$ cat src/rtl/tlb_ctrl.sv
`timescale 1ns/1ps
`default_nettype none
//------------------------------------------------------------------------------
// Module  : tlb_ctrl
// Purpose : Shares the TLB CAM between I-fetch and D-memory requesters, walks
//           on miss, fills a round-robin victim and replays; global flush.
// Options : TLB_PERF_CNT_EN adds saturating hit/miss performance counters.
// Revision: 1.0
//------------------------------------------------------------------------------
module tlb_ctrl #(
   parameter int VPN_W   = 34,
   parameter int PFN_W   = 26,
   parameter int ENTRIES = 64,
   parameter int IDX_W   = 6
`ifdef TLB_PERF_CNT_EN
   ,
   parameter int CNT_W   = 32
`endif
) (
   input  logic             clk,
   input  logic             rst_n,
   input  logic             i_req_valid,
   input  logic [VPN_W-1:0] i_req_vpn,
   output logic             i_req_ready,
   input  logic             d_req_valid,
   input  logic [VPN_W-1:0] d_req_vpn,
   output logic             d_req_ready,
   output logic             resp_valid,
   output logic             resp_id,
   output logic [PFN_W-1:0] resp_pfn,
   output logic             resp_fault,
   input  logic             resp_ready,
   output logic [VPN_W-1:0] cam_vpn,
   input  logic             cam_hit,
   input  logic [PFN_W-1:0] cam_pfn,
   output logic             cam_we,
   output logic [IDX_W-1:0] cam_widx,
   output logic [VPN_W-1:0] cam_wvpn,
   output logic [PFN_W-1:0] cam_wpfn,
   output logic             cam_inval_all,
   output logic             ptw_req_valid,
   output logic [VPN_W-1:0] ptw_req_vpn,
   input  logic             ptw_req_ready,
   input  logic             ptw_rsp_valid,
   input  logic [PFN_W-1:0] ptw_rsp_pfn,
   input  logic             ptw_rsp_fault,
   input  logic             flush_req,
   output logic             flush_done
`ifdef TLB_PERF_CNT_EN
   ,
   output logic [CNT_W-1:0] perf_hit_cnt,
   output logic [CNT_W-1:0] perf_miss_cnt
`endif
);

   typedef enum logic [2:0] {
      S_IDLE      = 3'd0,
      S_LOOKUP    = 3'd1,
      S_WALK_REQ  = 3'd2,
      S_WALK_WAIT = 3'd3,
      S_FILL      = 3'd4,
      S_RESP      = 3'd5
   } state_t;

   state_t             r_state;
   logic [VPN_W-1:0]   r_vpn;
   logic               r_id;
   logic               r_prio;
   logic [IDX_W-1:0]   r_victim;
   logic               r_flush_pend;
   logic               r_replay;
   logic [PFN_W-1:0]   r_wpfn;
   logic [PFN_W-1:0]   r_resp_pfn;
   logic               r_resp_fault;

   logic w_can_grant;
   logic w_grant_i;
   logic w_grant_d;
   logic w_flush_go;

   // A pending flush blocks new grants so invalidation always precedes them.
   assign w_can_grant = (r_state == S_IDLE) && !r_flush_pend;
   assign w_grant_i   = w_can_grant && i_req_valid && (!d_req_valid || !r_prio);
   assign w_grant_d   = w_can_grant && d_req_valid && !w_grant_i;
   assign w_flush_go  = (r_state == S_IDLE) && r_flush_pend;

   assign i_req_ready   = w_grant_i;
   assign d_req_ready   = w_grant_d;
   assign resp_valid    = (r_state == S_RESP);
   assign resp_id       = r_id;
   assign resp_pfn      = r_resp_pfn;
   assign resp_fault    = r_resp_fault;
   assign cam_vpn       = r_vpn;
   assign cam_we        = (r_state == S_FILL);
   assign cam_widx      = r_victim;
   assign cam_wvpn      = r_vpn;
   assign cam_wpfn      = r_wpfn;
   assign cam_inval_all = w_flush_go;
   assign flush_done    = w_flush_go;
   assign ptw_req_valid = (r_state == S_WALK_REQ);
   assign ptw_req_vpn   = r_vpn;

   always_ff @(posedge clk or negedge rst_n) begin
      if (!rst_n) begin
         r_state      <= S_IDLE;
         r_vpn        <= '0;
         r_id         <= 1'b0;
         r_prio       <= 1'b0;
         r_victim     <= '0;
         r_flush_pend <= 1'b0;
         r_replay     <= 1'b0;
         r_wpfn       <= '0;
         r_resp_pfn   <= '0;
         r_resp_fault <= 1'b0;
      end else begin
         // A new flush arriving as the old one is applied stays pending.
         if (w_flush_go) r_flush_pend <= 1'b0;
         if (flush_req)  r_flush_pend <= 1'b1;

         case (r_state)
            S_IDLE: begin
               if (w_grant_i || w_grant_d) begin
                  r_vpn    <= w_grant_i ? i_req_vpn : d_req_vpn;
                  r_id     <= w_grant_d;
                  r_prio   <= w_grant_i;
                  r_replay <= 1'b0;
                  r_state  <= S_LOOKUP;
               end
            end
            S_LOOKUP: begin
               if (cam_hit) begin
                  r_resp_pfn   <= cam_pfn;
                  r_resp_fault <= 1'b0;
                  r_state      <= S_RESP;
               end else begin
                  r_state      <= S_WALK_REQ;
               end
            end
            S_WALK_REQ: begin
               if (ptw_req_ready) r_state <= S_WALK_WAIT;
            end
            S_WALK_WAIT: begin
               if (ptw_rsp_valid) begin
                  if (ptw_rsp_fault) begin
                     r_resp_pfn   <= '0;
                     r_resp_fault <= 1'b1;
                     r_state      <= S_RESP;
                  end else begin
                     r_wpfn  <= ptw_rsp_pfn;
                     r_state <= S_FILL;
                  end
               end
            end
            S_FILL: begin
               r_victim <= (r_victim == IDX_W'(ENTRIES - 1)) ? '0 : r_victim + IDX_W'(1);
               r_replay <= 1'b1;
               r_state  <= S_LOOKUP;
            end
            S_RESP: begin
               if (resp_ready) r_state <= S_IDLE;
            end
            default: r_state <= S_IDLE;
         endcase
      end
   end

`ifdef TLB_PERF_CNT_EN
   logic w_hit_evt;
   logic w_miss_evt;

   // Replayed lookups after a fill are not first-pass hits.
   assign w_hit_evt  = (r_state == S_LOOKUP) && cam_hit && !r_replay;
   assign w_miss_evt = (r_state == S_LOOKUP) && !cam_hit;

   always_ff @(posedge clk or negedge rst_n) begin
      if (!rst_n) begin
         perf_hit_cnt  <= '0;
         perf_miss_cnt <= '0;
      end else begin
         if (w_hit_evt && (perf_hit_cnt != '1))
            perf_hit_cnt <= perf_hit_cnt + CNT_W'(1);
         if (w_miss_evt && (perf_miss_cnt != '1))
            perf_miss_cnt <= perf_miss_cnt + CNT_W'(1);
      end
   end
`endif

endmodule
`default_nettype wire

$ cat config.mk
export PLATFORM = sky130hd
export DESIGN_NAME = tlb_ctrl
export DESIGN_NICKNAME = d
export VERILOG_FILES = /design/src/rtl/tlb_ctrl.sv
export SDC_FILE = /design/constraint.sdc
export NUM_CORES = 1
export LEC_CHECK = 0
export ABC_CLOCK_PERIOD_IN_PS = 4650
export BUFFER_PORTS_ARGS = -buffer_cell sky130_fd_sc_hd__buf_2
export CAP_MARGIN = 20
export CORE_AREA = 2 2 117 119
export DETAILED_ROUTE_END_ITERATION = 6
export DIE_AREA = 0 0 119 121
export PLACE_DENSITY = 0.8
export SLEW_MARGIN = 20
export SYNTH_ARGS = -nofsm -noshare
export SYNTH_HDL_FRONTEND = slang
export SYNTH_SLANG_ARGS = --single-unit
$ cat constraint.sdc
create_clock -name clk -period 4.65 [get_ports clk]
set_input_delay 0 -clock clk [delete_from_list [all_inputs] [get_ports clk]]
set_output_delay 0 -clock clk [all_outputs]
set_load 0.02 [all_outputs]
==> results_dict.tcl <==
set metrics [dict create \
    totalPowerFinal_mw 4.92 \
    dr.pass1.iters 4 \
    die_h_um 121 \
    die_w_um 119 \
    cts.clk_slew.worst_paths_ns 0.08 \
    clock_tree.root_cell "sky130_fd_sc_hd__clkbuf_16" \
    num_vias 4330 \
    fillers 1090 \
    grt.overflow.total 0 \
    instances_no_fill 942 \
    synth_top_flop_cell "sky130_fd_sc_hd__dfrtp_1" \
    worst_setup_path_end_kind "register" \
    first_global_vias 4282 \
    avgSynthCellArea_um2 11.3 \
    post_dp_cell_area_mm2 0.00579 \
    clkPwrFrac_pct 15.0 \
    post-cts-setup-buffer-count 0 \
    period_share_pct 49.2 \
    timing.max_slew.rel_slack_pct 40.1 \
    detail_route.wirelength_um 14700 \
    hold_viol 0 \
    rsz0062_at_grt "false" \
    area_delta_synth_final_pct 57.4 \
    final_gp_congestion 0.809 \
    arrival_ns 2.51 \
    critical_path.slowest_cell "sky130_fd_sc_hd__dlygate4sd3_1" \
    ctsLongestPathBuffers 2 \
    ir_worst_vdd_v 0.000304 \
    worstMarginPinSlew_ns 0.898 \
    maximum_number_of_pins_on_one_net_before_global_route_repair 61 \
    cts-htree-levels 3 \
    num_io_pins 299 \
    synth_top_area_cell "sky130_fd_sc_hd__dfrtp_1" \
    seq_area_frac_synth_pct 53.0 \
    net-switching-power_mw 2.31 \
    powerDensity_mw_per_mm2 669 \
    cts.repair.resized 0 \
    worst_path_cell_trace "a21boi_4 > buf_4 > mux2i_1 > dlygate4sd3_1 > a21oi_1" \
    initialDrtViolationCount 191 \
    netlist.area_leader.share_pct 53.0 \
    cp_delay_by_family_top "buffers and inverters" \
    post_route_cells_drive_above_1_share_pct 45.6 \
    finish.net_count 891 \
    share_of_power_burned_in_combinational_logic_pct 52.0 \
    worst_clock_skew_ns 0.00898 \
    internal_power_mw 2.61 \
    remaining_drc_errors 0 \
    power.sequential.fraction_pct 33.0 \
    yosysWarnings 0 \
    asyncSetResetFlopFracSynth_pct 100 \
    grt_usage_pct 19.8 \
    avgViaCountPerCell 4.60 \
    whs_ns 0.0125 \
    post-synth-top-count-cell "sky130_fd_sc_hd__dfrtp_1" \
    syn_nets 543 \
    coreArea_mm2 0.0131 \
    cts_tree "built" \
    fin_crit_ns 2.29 \
    drtAntennaViolNets 0 \
    hpwlAfterDp_um 9330 \
    startpoint_type "register" \
    setup_viol 0 \
    synth.top_cells.by_count "sky130_fd_sc_hd__dfrtp_1 (99), sky130_fd_sc_hd__buf_4 (74), sky130_fd_sc_hd__a21oi_1 (43)" \
    final-max-slew-violation-count 0 \
    count_of_state_elements_after_synthesis 99 \
    outcome "finished, final reports clean" \
    post-place-cells 799 \
    synth_enable_flop_cells 0 \
    wire_per_inst_um 15.6 \
    p_leak_nw 3.74 \
    sw_frac_of_total_pct 46.9 \
    synth_top_cells_by_area "sky130_fd_sc_hd__dfrtp_1 (53%), sky130_fd_sc_hd__buf_4 (12%), sky130_fd_sc_hd__mux2i_1 (7.3%)" \
    worstHoldPathType "input pin to register" \
    yosys.cell_types.count 33 \
    area_of_the_mapped_netlist_mm2 0.00467 \
    worst_skew_pair.late_latency_ns 0.35 \
    crit_path_max_incr_delay_ns 0.59 \
    required_ns 4.87 \
    cts_buffers 9 \
    numClockSinks 99 \
    fp-row-count 42 \
    setup_tns_ns 0 \
    stdcell_area_mm2 0.00735 \
    first_pass_grt_wire_length_um 22300 \
    synth_cells 412 \
    die-area_mm2 0.0144 \
    cts-hold-fix-buffers 126 \
    path_buf_inv 2 \
    max_clock_freq_mhz 437 \
    largest_fanout_of_any_net_on_the_critical_path 31 \
    numPortBuffers 298 \
    setup.worst_path.class "register to register" \
    start_util_pct 35.7 \
    grt_antenna_before_repair 1 \
    maxCapViolCount 0 \
]
kinds of logic after synthesis:
group,Yosys count,share of synthesized area [%]
compound gates,80,11.1
simple gates,76,7.72
buf+inv,94,14.0
flops,99,53.0
fa+ha+maj,1,0.268
mux,60,13.6
xor+xnor,2,0.375
cell usage in the layout (no fill, tap or decap), types with 5 or more instances in the layout:
master	instances
sky130_fd_sc_hd__nand2b_1	6
sky130_fd_sc_hd__a21oi_1	43
sky130_fd_sc_hd__dlygate4sd3_1	126
sky130_fd_sc_hd__nor2_1	42
sky130_fd_sc_hd__mux2_2	25
sky130_fd_sc_hd__dfrtp_1	99
sky130_fd_sc_hd__a22o_1	26
sky130_fd_sc_hd__clkbuf_16	9
sky130_fd_sc_hd__nand2_1	10
sky130_fd_sc_hd__mux2i_1	34
sky130_fd_sc_hd__buf_4	5
sky130_fd_sc_hd__buf_2	297
worst register-to-register path, stage by stage, from the launching register on:
cell and delay, ns:
sky130_fd_sc_hd__dfrtp_1 0.42, sky130_fd_sc_hd__a21boi_4 0.26, sky130_fd_sc_hd__buf_4 0.51, sky130_fd_sc_hd__mux2i_1 0.32, sky130_fd_sc_hd__dlygate4sd3_1 0.59, sky130_fd_sc_hd__a21oi_1 0.06
final timing paths:
check / start / to / slack (ns) / cells after the start
worst max-delay path: r_prio / cam_vpn[6] / 2.36 / 5
min in group asynchronous: rst_n / resp_pfn[13] / 0.15 / 2
max in group asynchronous: rst_n / cam_vpn[16] / 3.37 / 3
worst min register to register: cam_wpfn[22] / cam_wpfn[22] / 0.49 / 1
worst max register to register: r_prio / cam_vpn[6] / 2.36 / 5
worst min-delay path: cam_hit / r_state[1] / 0.01 / 4
metal layers:
layer  part of all wire [%]  routed length (um)  global-route usage (%)
met3                    6.8                 998                    4.51
met1                     39                5760                    23.4
met2                     51                7540                    34.5
met4                    3.0                 442                    9.00
met5                      0                   0                       0
per-stage QoR:
stage | setup slack (ns) | utilization (%)
2_1_floorplan | 2.96 | -
3_3_place_gp | 2.52 | 44.3
6_report | 2.36 | 56.2
4_1_cts | 2.38 | 56.1
5_1_grt | 2.13 | 56.2
3_5_place_dp | 2.40 | 44.3
layout make-up:
type | instances | area [um2] | area share (%)
diodes | 1 | 2.50 | 0.0340
clock buffers | 9 | 225 | 3.06
clock inverters | 7 | 66.3 | 0.902
inverters | 3 | 11.3 | 0.153
multi-input cells | 219 | 1570 | 21.3
flip-flops and latches | 99 | 2480 | 33.7
well taps | 176 | 220 | 2.99
repair buffers | 428 | 2790 | 37.9
state kept, by name (all words and copies together) (netlist names):
register and cells:
cam_wpfn 26, resp_pfn 26, r_flush_pend 1, resp_id 1, cam_vpn 34, r_state 3
resp_fault 1, r_prio 1, cam_widx 6
power groups by stage:
| stage | Clock, mW | Combinational, mW | Sequential [mW] |
|---|---|---|---|
| after floorplan | 0 | 1.50 | 2.03 |
| after global placement | 0 | 2.39 | 1.61 |
| after detailed placement | 0 | 2.43 | 1.62 |
| after CTS | 0.761 | 2.54 | 1.62 |
| after global routing | 0.793 | 2.72 | 1.68 |
| final | 0.740 | 2.55 | 1.62 |
(Power assumes the default switching activity.)
